$ cat config.mk
export PLATFORM = sky130hd
export DESIGN_NAME = match_window_counter
export DESIGN_NICKNAME = d
export VERILOG_FILES = /design/src/rtl/match_window_counter.sv
export SDC_FILE = /design/constraint.sdc
export NUM_CORES = 1
export LEC_CHECK = 0
export ABC_CLOCK_PERIOD_IN_PS = 3150
export BUFFER_PORTS_ARGS = -buffer_cell sky130_fd_sc_hd__buf_4
export CORE_ASPECT_RATIO = 1.75
export CORE_MARGIN = 1.5
export CORE_UTILIZATION = 25
export DETAILED_ROUTE_END_ITERATION = 16
export GPL_TIMING_DRIVEN = 0
export HOLD_SLACK_MARGIN = 0.05
export PLACE_DENSITY = 0.45
export SLEW_MARGIN = 25
export SYNTH_ARGS = -nofsm -noshare
export SYNTH_HDL_FRONTEND = slang
export SYNTH_SLANG_ARGS = --single-unit
$ cat constraint.sdc
create_clock -name clk_i -period 3.15 [get_ports clk_i]
set_input_delay 0.7875 -clock clk_i [delete_from_list [all_inputs] [get_ports clk_i]]
set_output_delay 0.7875 -clock clk_i [all_outputs]
set_load 0.05 [all_outputs]
$ cat src/rtl/match_window_counter.sv
// Counts sampled detector matches over a programmed window of N cycles, reports the window
// count over a valid/ready port, and keeps a free-running saturating total of all matches.
module match_window_counter #(
    parameter int unsigned CNT_W = 8,
    parameter int unsigned WIN_W = 8
) (
    input  logic             clk_i,
    input  logic             rst_ni,
    input  logic             det_out_i,
    input  logic             start_i,
    input  logic [WIN_W-1:0] win_len_i,
    input  logic             clr_total_i,
    output logic             match_q_o,
    output logic             busy_o,
    output logic             rpt_valid_o,
    input  logic             rpt_ready_i,
    output logic [CNT_W-1:0] rpt_data_o,
    output logic             rpt_sat_o,
    output logic [CNT_W-1:0] total_cnt_o
);

    typedef enum logic [1:0] {StIdle, StCount, StReport} state_e;

    state_e             state_q;
    logic [WIN_W-1:0]   win_cnt_q;
    logic [CNT_W-1:0]   win_acc_q, win_acc_d;
    logic [CNT_W-1:0]   total_q, total_d;
    logic [CNT_W-1:0]   rpt_data_q;
    logic               rpt_sat_q;
    logic               rpt_valid_q;
    logic               busy_q;
    logic               det_q;

    // Both counters hold at all-ones; the window count never decreases, so saturation sticks.
    always_comb begin
        win_acc_d = win_acc_q;
        if (det_out_i && (win_acc_q != '1)) begin
            win_acc_d = win_acc_q + CNT_W'(1);
        end
        total_d = total_q;
        if (clr_total_i) begin
            total_d = '0;
        end else if (det_out_i && (total_q != '1)) begin
            total_d = total_q + CNT_W'(1);
        end
    end

    always_ff @(posedge clk_i or negedge rst_ni) begin
        if (!rst_ni) begin
            state_q     <= StIdle;
            win_cnt_q   <= '0;
            win_acc_q   <= '0;
            total_q     <= '0;
            rpt_data_q  <= '0;
            rpt_sat_q   <= 1'b0;
            rpt_valid_q <= 1'b0;
            busy_q      <= 1'b0;
            det_q       <= 1'b0;
        end else begin
            det_q   <= det_out_i;
            total_q <= total_d;
            unique case (state_q)
                StIdle: begin
                    if (start_i) begin
                        win_acc_q <= '0;
                        busy_q    <= 1'b1;
                        if (win_len_i == '0) begin
                            state_q     <= StReport;
                            rpt_valid_q <= 1'b1;
                            rpt_data_q  <= '0;
                            rpt_sat_q   <= 1'b0;
                        end else begin
                            state_q   <= StCount;
                            win_cnt_q <= win_len_i;
                        end
                    end
                end
                StCount: begin
                    win_acc_q <= win_acc_d;
                    win_cnt_q <= win_cnt_q - WIN_W'(1);
                    // The last window edge's sample goes straight into the report.
                    if (win_cnt_q == WIN_W'(1)) begin
                        state_q     <= StReport;
                        rpt_valid_q <= 1'b1;
                        rpt_data_q  <= win_acc_d;
                        rpt_sat_q   <= (win_acc_d == '1);
                    end
                end
                StReport: begin
                    if (rpt_ready_i) begin
                        state_q     <= StIdle;
                        rpt_valid_q <= 1'b0;
                        rpt_data_q  <= '0;
                        rpt_sat_q   <= 1'b0;
                        busy_q      <= 1'b0;
                    end
                end
                default: begin
                    state_q <= StIdle;
                    busy_q  <= 1'b0;
                end
            endcase
        end
    end

    assign match_q_o   = det_q;
    assign busy_o      = busy_q;
    assign rpt_valid_o = rpt_valid_q;
    assign rpt_data_o  = rpt_data_q;
    assign rpt_sat_o   = rpt_sat_q;
    assign total_cnt_o = total_q;

endmodule

# Yosys cells after proc, flatten, opt, wreduce, memory -nomap -nowiden
# Index checks and enable logic that the tools add are counted.
# word_totals
reg_bits,38
in_bits,14
# op_classes
n_addsub,3
eq_ne,11
n_mux,29
bitwise,1
n_reduce_logical,12
# ops
operator,n
8-bit two-way mux,10
8-bit one-hot mux with 2 select lines,2
8-bit one-hot mux with 3 select lines,1
"8-bit by 1-bit adder with 8-bit output, second input constant",2
"8-bit inequality test, second input constant",2
"2-bit inequality test, second input constant",5
1-bit one-hot mux with 3 select lines,3
3-bit AND reduction,3
"8-bit by 1-bit equality test with 1-bit output, second input constant",1
"8-bit equality test, second input constant",1
8-bit zero test,1
1-bit two-way mux,8
2-bit two-way mux,4
"8-bit by 1-bit subtractor with 8-bit output, second input constant",1
2-bit one-hot mux with 3 select lines,1
5-bit AND reduction,1
2-bit nonzero test,2
3-bit nonzero test,1
"2-bit by 1-bit equality test with 1-bit output, second input constant",1
"2-bit equality test, second input constant",1
1-bit logical AND,2
2-bit zero test,1
2-bit AND reduction,1
1-bit NOT,1

# Longest topological paths before layout
# depth
depth_word,6
mapped_depth,7
ltp_nobuf,7

# Worst setup path before layout
# OpenSTA, ideal clock, no wires.
# synth_path
kind,input-to-reg
start,input win_len_i[6]
end,register rpt_data_q[3] (netlist: rpt_data_o[3])
setup_time_ps,125
arrival_time_ps,1851
t_required_ps,3025
setup_slack_ps,1174
stages,4
path_cell_list,nor4_1 nand4b_1 o211ai_2 mux2_2
# synth_between
elab_chain_cells,3
# synth_rtl
item,line,source
start: declaration,11,"input logic [WIN_W-1:0] win_len_i,"
8-bit zero test,67,if (win_len_i == '0) begin
2-bit inequality test (no line),n/a,
5-bit AND reduction (no line),n/a,
end signal: assignment,85,rpt_data_q <= win_acc_d;
end: declaration,28,logic [CNT_W-1:0] rpt_data_q;
# Every way passes these cells.
# A chain may end at the register's enable or synchronous reset.

# Worst setup path after layout
# layout_path
start,input win_len_i[6]
end,register win_cnt_q[7]
# layout_between
elab_chain_cells,3
# layout_rtl
item,line,source
8-bit zero test,67,
2-bit inequality test (no line),n/a,
3-bit AND reduction (no line),n/a,
end signal: assignment,74,win_cnt_q <= win_len_i;
end signal: assignment,80,win_cnt_q <= win_cnt_q - WIN_W'(1);
end: declaration,25,logic [WIN_W-1:0] win_cnt_q;
# Every way passes these cells.

==> results_dict.tcl <==
set metrics [dict create \
    drc_errors 0 \
    critical_path_buf_inv_count 2 \
    synth.area.top_cells "dfrtp_1 45%, nor2_1 5.4%, o21ai_0 4.8%" \
    io_pins 34 \
    cts-root-buf "clkbuf_16" \
    synth-edff-count 0 \
    ir_worst_vdd_v 0.000311 \
    io_buffers 32 \
    fin_worst_skew_ns 0.00684 \
    critPathLaunchType "primary input" \
    grt_pass1_vias 1852 \
    finalWirelength_um 5560 \
    pre_cts_ws_ns 0.543 \
    dp_hpwl_um 4110 \
    rsz0062_at_grt "false" \
    p_leak_nw 1.15 \
    whs_ns 0.473 \
    cp_common_cell "o21ai_0" \
    drv_slew 0 \
    synthDistinctLibCells 49 \
    r2r_cells 6 \
    numCtsBuffers 5 \
    maxCapViolCount 0 \
    nFillCells 871 \
    crit_path_end_kind "flip-flop" \
    grt_max_degree 39 \
    regArea_sq_um 951 \
    max_slew.worst_pin.slew_ns 0.755 \
    rows 44 \
    netlist_area_sq_um 2090 \
    wire_per_inst_um 15.5 \
    diodes 0 \
    ys_warn_count 0 \
    crit_chain "buf_4, nor4_1, nand2_1, o21ai_2, buf_2, o21ai_0, o21ai_0" \
    finalSetupViolCount 0 \
    ctsHoldBuffers 0 \
    syn_inst 227 \
    ctsLongestPathBuffers 2 \
    cpMaxStageDelayCell "nor4_1" \
    cp_max_fo 10 \
    p_per_area_nw_per_um2 797 \
    syn_nets 245 \
    layout_setup_ws_ns 0.801 \
    slew_headroom 0.492 \
    multi_input_area_sq_um 1050 \
    insertion_delay_ns 0.29 \
    dp_cells 351 \
    antenna_found_initial 0 \
    ff2ff_setup_slack_ns 1.05 \
    path_delay_family "simple AND/OR/NAND/NOR gates" \
    drt_pass1_iterations 4 \
    p_total_mw 2.11 \
    r2r-start "win_acc_q[0]" \
    arrival_ns 2.56 \
    finalHoldViolCount 0 \
    syn_avg_cell_area_sq_um 9.22 \
    ys.flop_type "dfrtp_1" \
    drt_iter0_drc 123 \
    outcome "completed" \
    synthToLayoutAreaGrowth_pct 26.5 \
    core_area_sq_um 8200 \
    fin_crit_ns 2.35 \
    clock_sinks 38 \
    tns_ns 0 \
    die_w_um 72.2 \
    crit_type "in -> reg" \
    grt_overflow 0 \
    ys_seq_area_frac 0.454 \
    slowest_delay_ns 0.67 \
    worstPathRequired_ns 3.36 \
    vias_per_cell 5.03 \
    drive_above_1_share 0.232 \
    die_h_um 124 \
    r2r-end "rpt_sat_o" \
    cts_tree "done" \
    final_nets 284 \
    synthArstFlopShare 1.00 \
    track_usage 0.136 \
    synth_top_cell_by_area "dfrtp_1" \
    initial_core_util 0.255 \
    hold_class "in -> async" \
    min_period_over_period 0.746 \
    ant_nets 0 \
    clk_pin_slew_ns 0.06 \
    cts_htree_levels 2 \
    yosysTopAreaCellShare 0.454 \
    ys_ff_latch 38 \
    gpl.final_weighted_congestion 0.844 \
    dieArea_sq_um 8950 \
    clock.fmax_mhz 426 \
    grt_pass1_wl_um 9140 \
    vias 1807 \
    cts_setup_buffers 0 \
    stdcell_count 359 \
    cts_resized 0 \
]
## power by group
part	total [mW]	internal [mW]	switching, mW
Combinational	0.713	0.265	0.448
Clock	0.682	0.476	0.206
Sequential	0.714	0.601	0.113
Total	2.11	1.34	0.767
## layout by cell type (no fill, tap or decap), drive strengths merged, types with 2 or more instances in the layout
cell type,count
o21ai,22
nand2b,2
xnor2,4
o211ai,4
or2,2
and4,2
mux2,5
nor2b,3
clkbuf,10
ha,4
nand4b,2
nand3,8
nor2,30
a31oi,5
a32oi,2
xor2,3
inv,12
nor4,5
nand4,5
a211oi,4
nor3,2
buf,37
or3,2
nand2,15
a21o,2
a21oi,18
bufinv,2
and3,4
dfrtp,38
o22a,3
## final cells by class
type | instances | area share
multi-input cells | 168 | 0.395
flip-flops and latches | 38 | 0.359
inverters | 12 | 0.0170
clock inverters | 2 | 0.0227
clock buffers | 6 | 0.0525
plain buffers | 9 | 0.0194
repair buffers | 32 | 0.0907
well taps | 92 | 0.0435
## registers in the layout (all words and copies together), names as in the netlist
name	flops
rpt_data_o	8
total_cnt_o	8
win_acc_q	8
win_cnt_q	8
state_q	2
busy_o	1
match_q_o	1
rpt_sat_o	1
rpt_valid_o	1
## how the worst max path moves through the flow
stage / startpoint / end / cells past startpoint
after detailed placement: win_len_i[6] / win_cnt_q[4] / 7
after global placement: win_len_i[6] / win_cnt_q[7] / 7
after CTS: win_len_i[6] / win_cnt_q[7] / 7
after floorplan: win_len_i[6] / rpt_data_o[3] / 4
after global routing: win_len_i[6] / win_cnt_q[7] / 7
final: win_len_i[6] / win_cnt_q[7] / 7
## cells in the mapped netlist, types with 3 or more instances
library cell	instances
nand3_1	8
o21ai_0	20
nand2_1	15
nor2_1	30
nor2b_1	3
xnor2_1	4
clkbuf_1	4
a31oi_1	5
nand4_1	3
inv_1	12
xor2_1	3
a21oi_1	18
o22a_1	3
a211oi_1	4
mux2_2	4
nor4_1	4
o211ai_1	3
dfrtp_1	38
ha_1	4
## cells by family after synthesis
logic type	share of synthesized area
AND/OR/NAND/NOR	0.218
XOR/XNOR	0.0293
multiplexers	0.0287
adder cells (fa/ha/maj)	0.0239
flip-flops	0.454
AO/OA/AOI/OAI	0.200
buffers and inverters	0.0460
## through the flow
step / utilization / area (sq um)
6_report: 0.323 / 2650
5_1_grt: 0.323 / 2650
4_1_cts: 0.323 / 2650
3_5_place_dp: 0.299 / 2450
3_3_place_gp: 0.299 / 2450
2_1_floorplan: - / 2090
## routing by layer
layer | wire length, um | vias to the layer above | track usage
met5 | 0 | - | 0
met4 | 111 | 0 | 0.0708
met3 | 103 | 7 | 0.0194
met2 | 3190 | 25 | 0.260
met1 | 2150 | 875 | 0.138
li1 | - | 900 | -
(Power assumes the default switching activity.)
